<file path="config.mk">
export PLATFORM = sky130hd
export DESIGN_NAME = pulse_stretch
export DESIGN_NICKNAME = d
export VERILOG_FILES = /design/src/rtl/io_cond_pkg.sv /design/src/rtl/pulse_stretch.sv
export SDC_FILE = /design/constraint.sdc
export NUM_CORES = 1
export LEC_CHECK = 0
export ABC_AREA = 1
export CAP_MARGIN = 20
export CELL_PAD_IN_SITES_DETAIL_PLACEMENT = 1
export CELL_PAD_IN_SITES_GLOBAL_PLACEMENT = 1
export CORE_MARGIN = 3
export CORE_UTILIZATION = 37
export CTS_BUF_LIST = sky130_fd_sc_hd__clkbuf_16
export DETAILED_ROUTE_END_ITERATION = 7
export PLACE_DENSITY = 0.81
export SYNTH_ARGS = -nofsm -noshare
export SYNTH_HDL_FRONTEND = slang
export SYNTH_SLANG_ARGS = --single-unit
</file>
<file path="constraint.sdc">
create_clock -name i_clk -period 1.95 [get_ports i_clk]
set_clock_uncertainty 0.15 [all_clocks]
set_input_delay 0.39 -clock i_clk [delete_from_list [all_inputs] [get_ports i_clk]]
set_output_delay 0.39 -clock i_clk [all_outputs]
set_load 0.005 [all_outputs]
</file>
<file path="src/rtl/io_cond_pkg.sv">
// Shared types and helpers for the pad-side I/O conditioning blocks.
// Used by pulse_stretch and by the input debouncer.
package io_cond_pkg;

  typedef enum logic [1:0] {
    IDLE = 2'd0,
    HIGH = 2'd1,
    GAP  = 2'd2
  } pstretch_state_e;

  // Width of a down-counter that must hold the larger of two lengths.
  function automatic int cnt_w(input int a, input int b);
    int m;
    m = (a > b) ? a : b;
    return (m < 1) ? 1 : $clog2(m + 1);
  endfunction

endpackage

</file>
<file path="src/rtl/pulse_stretch.sv">
// Stretches single-cycle event strobes into pad pulses with a minimum
// high time and low gap; events arriving mid-pulse are queued and replayed.
module pulse_stretch
  import io_cond_pkg::*;
#(
  parameter int HIGH_LEN = 6,
  parameter int LOW_LEN  = 6,
  parameter int PEND_W   = 2
) (
  input  logic i_clk,
  input  logic i_rst,
  input  logic i_evt,
  input  logic i_ovf_clr,
  output logic o_sig,
  output logic o_busy,
  output logic o_ovf
);

  localparam int CW = cnt_w(HIGH_LEN, LOW_LEN);
  localparam logic [CW-1:0] H_LD = CW'(HIGH_LEN - 1);
  localparam logic [CW-1:0] L_LD = CW'(LOW_LEN - 1);
  localparam logic [PEND_W-1:0] P_MAX = '1;

  pstretch_state_e   state;
  logic [CW-1:0]     cnt;
  logic [PEND_W-1:0] pend;

  logic cnt_zero;
  logic queue_evt;
  logic sat;
  logic pend_nz;

  assign cnt_zero  = (cnt == '0);
  assign pend_nz   = (pend != '0);
  assign sat       = (pend == P_MAX);
  // The last GAP cycle hands i_evt straight to the next pulse instead.
  assign queue_evt = i_evt &&
                     ((state == HIGH) || ((state == GAP) && !cnt_zero));

  always_ff @(posedge i_clk) begin
    if (i_rst) begin
      state  <= IDLE;
      cnt    <= '0;
      pend   <= '0;
      o_sig  <= 1'b0;
      o_busy <= 1'b0;
      o_ovf  <= 1'b0;
    end else begin
      if (queue_evt && !sat) begin
        pend <= pend + 1'b1;
      end

      if (queue_evt && sat) begin
        o_ovf <= 1'b1;
      end else if (i_ovf_clr) begin
        o_ovf <= 1'b0;
      end

      unique case (state)
        IDLE: begin
          if (i_evt) begin
            state  <= HIGH;
            cnt    <= H_LD;
            o_sig  <= 1'b1;
            o_busy <= 1'b1;
          end
        end
        HIGH: begin
          if (!cnt_zero) begin
            cnt <= cnt - 1'b1;
          end else begin
            state <= GAP;
            cnt   <= L_LD;
            o_sig <= 1'b0;
          end
        end
        GAP: begin
          if (!cnt_zero) begin
            cnt <= cnt - 1'b1;
          end else if (pend_nz || i_evt) begin
            state <= HIGH;
            cnt   <= H_LD;
            o_sig <= 1'b1;
            if (pend_nz && !i_evt) begin
              pend <= pend - 1'b1;
            end
          end else begin
            state  <= IDLE;
            o_busy <= 1'b0;
          end
        end
        default: begin
          state  <= IDLE;
          cnt    <= '0;
          o_sig  <= 1'b0;
          o_busy <= 1'b0;
        end
      endcase
    end
  end

endmodule
</file>
==> impl_metrics.tcl, run 1 <==
set metrics [dict create \
    start_kind "flop" \
    synth_fa_ha_area_frac 0.1389 \
    period_minus_slack_ps 1646 \
    postPlaceCellArea_um2 725.7 \
    powerDensity_nw_per_um2 1666 \
    pre_cts_slack_ps 102.3 \
    path_delay_family "flip-flops" \
    floorplan.rows 14 \
    drtAntennaViolNets 0 \
    postRouteWirelength_mm 1.572 \
    ys_top_cells_by_area "dfxtp_1, ha_1, nand2_1, inv_1, a21oi_1" \
    area_growth_pct 27.58 \
    synth_fp_nets 103 \
    drt-initial-drc-count 9 \
    synthMuxAreaShare 0 \
    pin_count 7 \
    clkPwrFrac 0.274 \
    synth-seq-cells 10 \
    synth_top_area_share 0.3175 \
    final_area_um2 804.5 \
    tritoncts.num_buffers 3 \
    grt_start_max_net_pins 7 \
    grt_antenna_before_repair 0 \
    path_class "reg -> reg" \
    tritoncts "built" \
    core_um2 1559 \
    cts_buffer_depth 2 \
    min_period_over_period 0.8439 \
    critPathMaxFanout 5 \
    internal-power_mw 0.7934 \
    die_y_um 47.29 \
    cts_resized 0 \
    dieArea_um2 2236 \
    share_comb_of_total_power 0.480 \
    synth_compound_area_frac 0.1587 \
    maxCapViolCount 0 \
    cp.arrival_ps 1620 \
    synth_simple_gate_area_frac 0.2897 \
    crit_slowest_cell "dfxtp_1" \
    drc 0 \
    start_util 0.4045 \
    antenna_cells 0 \
    hold_viol_final 0 \
    synthCells 92 \
    synth_ff_type "dfxtp_1" \
    avgSynthCellArea_um2 6.854 \
    cts_hold_buffers 0 \
    cts_root_buf "clkbuf_16" \
    status "completed" \
    power_frac_seq 0.246 \
    hold-worst-slack_ps 309.2 \
    yosysUniqueCellTypes 17 \
    power.total_mw 1.340 \
    setup_tns_ps 0 \
    dr.pass1.iters 3 \
    rsz0062_at_grt "false" \
    synth_top_family_by_area "simple AND/OR/NAND/NOR gates" \
    yosysSeqAreaShare 0.3175 \
    tightest_slew_ps 207.8 \
    worst_ep_required_time_ps 1920 \
    clk_latency_ps 240 \
    cts_sinks 10 \
    critPathMaxStageDelay_ps 380 \
    drive_above_1_share 0.08654 \
    crit_chain "inv_1 -> ha_1 -> inv_1 -> nand2_1 -> nand2_1 -> nand2_2 -> o21ai_0 -> a21oi_1" \
    h-tree-depth 1 \
    ys_top_cells_by_count "nand2_1, inv_1, dfxtp_1" \
    timing.final.max_slew_violations 0 \
    overflow 0 \
    synth_top_area_cell "dfxtp_1" \
    post_drt_wl_per_cell_um 13.10 \
    portBuffers 6 \
    async_flop_share 0 \
    vias_per_cell 5.125 \
    vias 615 \
    finalNonFillerCells 120 \
    synth-edff-count 0 \
    ir_drop_v 0.001054 \
    dpl.cell_count 116 \
    finalSetupViolCount 0 \
    grt_pass1_vias 625 \
    crit_buf_inv 2 \
    clk_pin_slew_ps 40 \
    nNetsFinal 116 \
    slew_headroom 0.8600 \
    fin_ws_ps 304.3 \
    grt_first_pass_wirelength_mm 2.656 \
    hold_class "reg -> reg" \
    grt.total_usage 0.1752 \
    dpl.hpwl_mm 1.236 \
    p_leak_nw 0.3812 \
    die_x_um 47.29 \
    synth_most_common_cell "nand2_1" \
    switchingPower_mw 0.5469 \
    crit_path_end_kind "flop" \
    yosysWarnings 0 \
    swShare 0.4081 \
    globalplace.congestion 0.7742 \
    netlist_area_um2 630.6 \
    cts_setup_buffers 0 \
    final_util 0.5161 \
    synth_xor_area_frac 0 \
    max_freq_ghz 0.6077 \
]
## metal layers
layer,track usage,up-vias,wire length (um)
met1,0.2182,281,748
met2,0.2620,10,733
li1,-,320,-
met5,0,-,0
met4,0.08287,0,20
met3,0.06897,4,70
## sequential cells by signal (all words and copies together) (netlist names)
register  count
cnt           3
pend          2
state         2
o_busy        1
o_ovf         1
o_sig         1
## layout by cell type (no fill, tap or decap)
master	instances
o21ai_2	1
nor2_4	1
clkdlybuf4s50_1	6
nor3_1	1
nand3_1	5
dfxtp_1	10
nand3b_1	1
clkinv_1	1
buf_4	2
o211ai_1	1
inv_1	16
ha_1	7
o21a_1	1
nand2_2	2
clkbuf_16	3
nand4_1	2
a21oi_1	9
o21ai_0	5
a31oi_1	1
nor2_1	6
nand2_1	23
## kinds of logic (layout without fill, tap and decap cells)
logic type,count (synthesis),count (layout)
AO/OA/AOI/OAI,18,18
adder cells (fa/ha/maj),7,7
buffers and inverters,16,28
flip-flops,10,10
AND/OR/NAND/NOR,41,41
## power by group through the flow
stage / logic, mW / clock network, mW / registers [mW]
after CTS: 0.644 / 0.379 / 0.330
after global placement: 0.610 / 0 / 0.328
after global routing: 0.742 / 0.387 / 0.338
after floorplan: 0.454 / 0 / 0.322
after detailed placement: 0.638 / 0 / 0.334
final: 0.643 / 0.368 / 0.329
## layout make-up
cell class | instances | area (um^2)
repair buffers | 8 | 75.07
clock inverters | 1 | 3.754
fillers | 203 | 754.5
clock buffers | 3 | 75.07
inverters | 16 | 60.06
flip-flops and latches | 10 | 200.2
well taps | 16 | 20.02
multi-input cells | 66 | 370.4
## worst register-to-register path: cells and delay by family (launching register included)
family / cells / cell delay [ps]
and+or+nand+nor: 3 / 290
buffers and inverters: 2 / 190
adders and majority gates: 1 / 250
AOI/OAI and AO/OA: 2 / 280
DFF: 1 / 380
## worst paths after layout
path | from | end | slack [ps] | depth (start not counted)
worst min register to register | o_ovf | o_ovf | 310 | 2
worst min-delay path | o_ovf | o_ovf | 310 | 2
worst max-delay path | state[0] | state[1] | 300 | 8
worst max register to register | state[0] | state[1] | 300 | 8
Power figures use the tool's default switching activity.
==> run 2, diff against run 1 <==
--- a/config.mk
+++ b/config.mk
@@ -10,10 +10,10 @@
 export CELL_PAD_IN_SITES_DETAIL_PLACEMENT = 1
 export CELL_PAD_IN_SITES_GLOBAL_PLACEMENT = 1
 export CORE_MARGIN = 3
-export CORE_UTILIZATION = 37
+export CORE_UTILIZATION = 34
 export CTS_BUF_LIST = sky130_fd_sc_hd__clkbuf_16
 export DETAILED_ROUTE_END_ITERATION = 7
-export PLACE_DENSITY = 0.81
+export PLACE_DENSITY = 0.79
 export SYNTH_ARGS = -nofsm -noshare
 export SYNTH_HDL_FRONTEND = slang
 export SYNTH_SLANG_ARGS = --single-unit
==> constraint.sdc (replaced) <==
create_clock -name i_clk -period 1.4 [get_ports i_clk]
set_clock_uncertainty 0.15 [all_clocks]
set_input_delay 0.28 -clock i_clk [delete_from_list [all_inputs] [get_ports i_clk]]
set_output_delay 0.28 -clock i_clk [all_outputs]
set_load 0.005 [all_outputs]
==> run 2 against run 1 <==
  * The flow now finishes with violations (setup timing)
  * Hold slack improved by 9.8 ps
  * Wire length rose by 97%
  * Critical path depth did not move
  * Die area up 7.7%
  * Non-clock buffer count grew 20
  * Total power grew 130%
  * Sequential share of layout area down 6.5 points
  * Critical endpoint is now pend[1]
  * Highest routed layer unchanged
==> impl_metrics.tcl, run 2 (synthesized netlist as in run 1, its figures left out) <==
set metrics [dict create \
    status "finished, violations left" \
    violations "setup timing" \
    worst_ep_required_time_ps 1410 \
    hold_viol_final 0 \
    dpl.hpwl_mm 1.382 \
    n_fill_cell 177 \
    rr_startpoint "state[0]" \
    final_common_cell "buf_4" \
    drive_above_1_share 0.5242 \
    grt_first_pass_wirelength_mm 4.015 \
    cts_root_buf "clkbuf_16" \
    powerDensity_nw_per_um2 2633 \
    min-delay-start "o_sig" \
    power.total_mw 3.051 \
    critPathMaxStageDelay_ps 360 \
    cp.arrival_ps 1640 \
    rsz0062_at_grt "true" \
    nNetsFinal 136 \
    final_util 0.7112 \
    clk_latency_ps 240 \
    postRouteWirelength_mm 3.089 \
    cts_sinks 10 \
    start_util 0.3871 \
    path_delay_family "simple AND/OR/NAND/NOR gates" \
    critPathMaxFanout 4 \
    dr.pass1.iters 4 \
    maxCapViolCount 0 \
    globalplace.congestion 0.8304 \
    die_x_um 49.07 \
    cpMostUsedCell "nand2_1" \
    hold_class "reg -> reg" \
    overflow 0 \
    top_register "cnt" \
    floorplan.rows 14 \
    drc 0 \
    dieArea_um2 2407 \
    h-tree-depth 1 \
    reg_top3 "cnt x3, pend x2, state x2" \
    postPlaceCellArea_um2 814.5 \
    antenna_cells 0 \
    pin_count 7 \
    grt.total_usage 0.2241 \
    path_class "reg -> reg" \
    drt-initial-drc-count 22 \
    p_leak_nw 0.5096 \
    final_area_um2 1159 \
    timing.final.max_slew_violations 0 \
    finalSetupViolCount 9 \
    hold-worst-slack_ps 319.0 \
    vias 810 \
    fin_ws_ps -231.3 \
    clk_pin_slew_ps 50 \
    crit_chain "inv_6 -> ha_4 -> inv_4 -> nand2_4 -> nand4_1 -> nand2_1 -> nand2_1 -> a21oi_1" \
    startpoint "state[0]" \
    ir_drop_v 0.001774 \
    die_y_um 49.07 \
    vias_per_cell 5.473 \
    portBuffers 6 \
    grt_pass1_vias 833 \
    area_growth_pct 83.73 \
    start_kind "flop" \
    largest_register_ffs 3 \
    most-common-layout-cells "buf_4, nand2_1, inv_1" \
    post_drt_wl_per_cell_um 20.87 \
    grt_antenna_before_repair 0 \
    tritoncts.num_buffers 3 \
    grt_start_max_net_pins 7 \
    drtAntennaViolNets 0 \
    tritoncts "built" \
    crit_buf_inv 2 \
    crit_path_end_kind "flop" \
    max_freq_ghz 0.6130 \
    min_period_over_period 1.165 \
    cts_buffer_depth 2 \
    period_minus_slack_ps 1631 \
    core_um2 1629 \
    crit_slowest_cell "dfxtp_4" \
    slew_headroom 0.8081 \
    tightest_slew_ps 287.0 \
]
-- run 2: changes by cell type in the layout (fill, tap and decap cells not counted), sizes merged --
cell | previous run | this run
clkdlybuf4s50 | 6 | 2
buf | 2 | 22
dlygate4sd2 | 0 | 4
-- run 2: worst reg2reg max path, stage by stage (launching register included) --
cell and delay, ps:
dfxtp_4 360, inv_6 80, ha_4 160, inv_4 50, nand2_4 70, nand4_1 240, nand2_1 200, nand2_1 80
a21oi_1 150
-- run 2: per-stage QoR --
step	setup TNS (ps)	std cells	worst slack [ps]
after floorplan	0	92	17.65
after global placement	-1692	134	-238.2
after detailed placement	-2230	134	-307.3
after CTS	-392.1	142	-102.1
after global routing	-1378	148	-321.3
final	-885.2	148	-231.3
-- run 2: layout make-up --
cell class | instances | area [um^2] | share of cell area
tap | 24 | 30.03 | 0.02592
clock inverter | 1 | 3.754 | 0.003240
multi-input combinational | 66 | 529.3 | 0.4568
inverter | 16 | 80.08 | 0.06911
clock buffer | 3 | 75.07 | 0.06479
timing repair buffer | 28 | 227.7 | 0.1965
sequential | 10 | 212.7 | 0.1836
-- run 2: final timing paths --
path / end / slack, ps / depth (start not counted)
max: pend[1] / -230 / 8
min: o_sig / 320 / 2
max reg2reg: pend[1] / -230 / 8
min reg2reg: o_sig / 320 / 2
-- run 2: report_power, final --
group          leakage [nW]  internal [mW]  switching, mW
Sequential           0.0852          0.403          0.131
Combinational         0.386          0.910           1.08
Clock                0.0385          0.376          0.154
Total                 0.510           1.69           1.36
-- run 2: routing by layer --
layer / vias up / track usage / wire (um) / share of wire
met5: - / 0 / 0 / 0
met1: 405 / 0.2173 / 1266 / 0.41
li1: 360 / - / - / -
met4: 0 / 0.1043 / 149 / 0.048
met2: 31 / 0.4219 / 1571 / 0.51
met3: 14 / 0.07034 / 101 / 0.033
-- run 2: repair_timing --
| item | in CTS | in global routing |
|---|---|---|
| setup endpoints to repair | 13 | 9 |
| setup buffers | 4 | 7 |
| hold buffers | 0 | 0 |
| pin swaps | 9 | 12 |
| resized for setup | 35 | 28 |
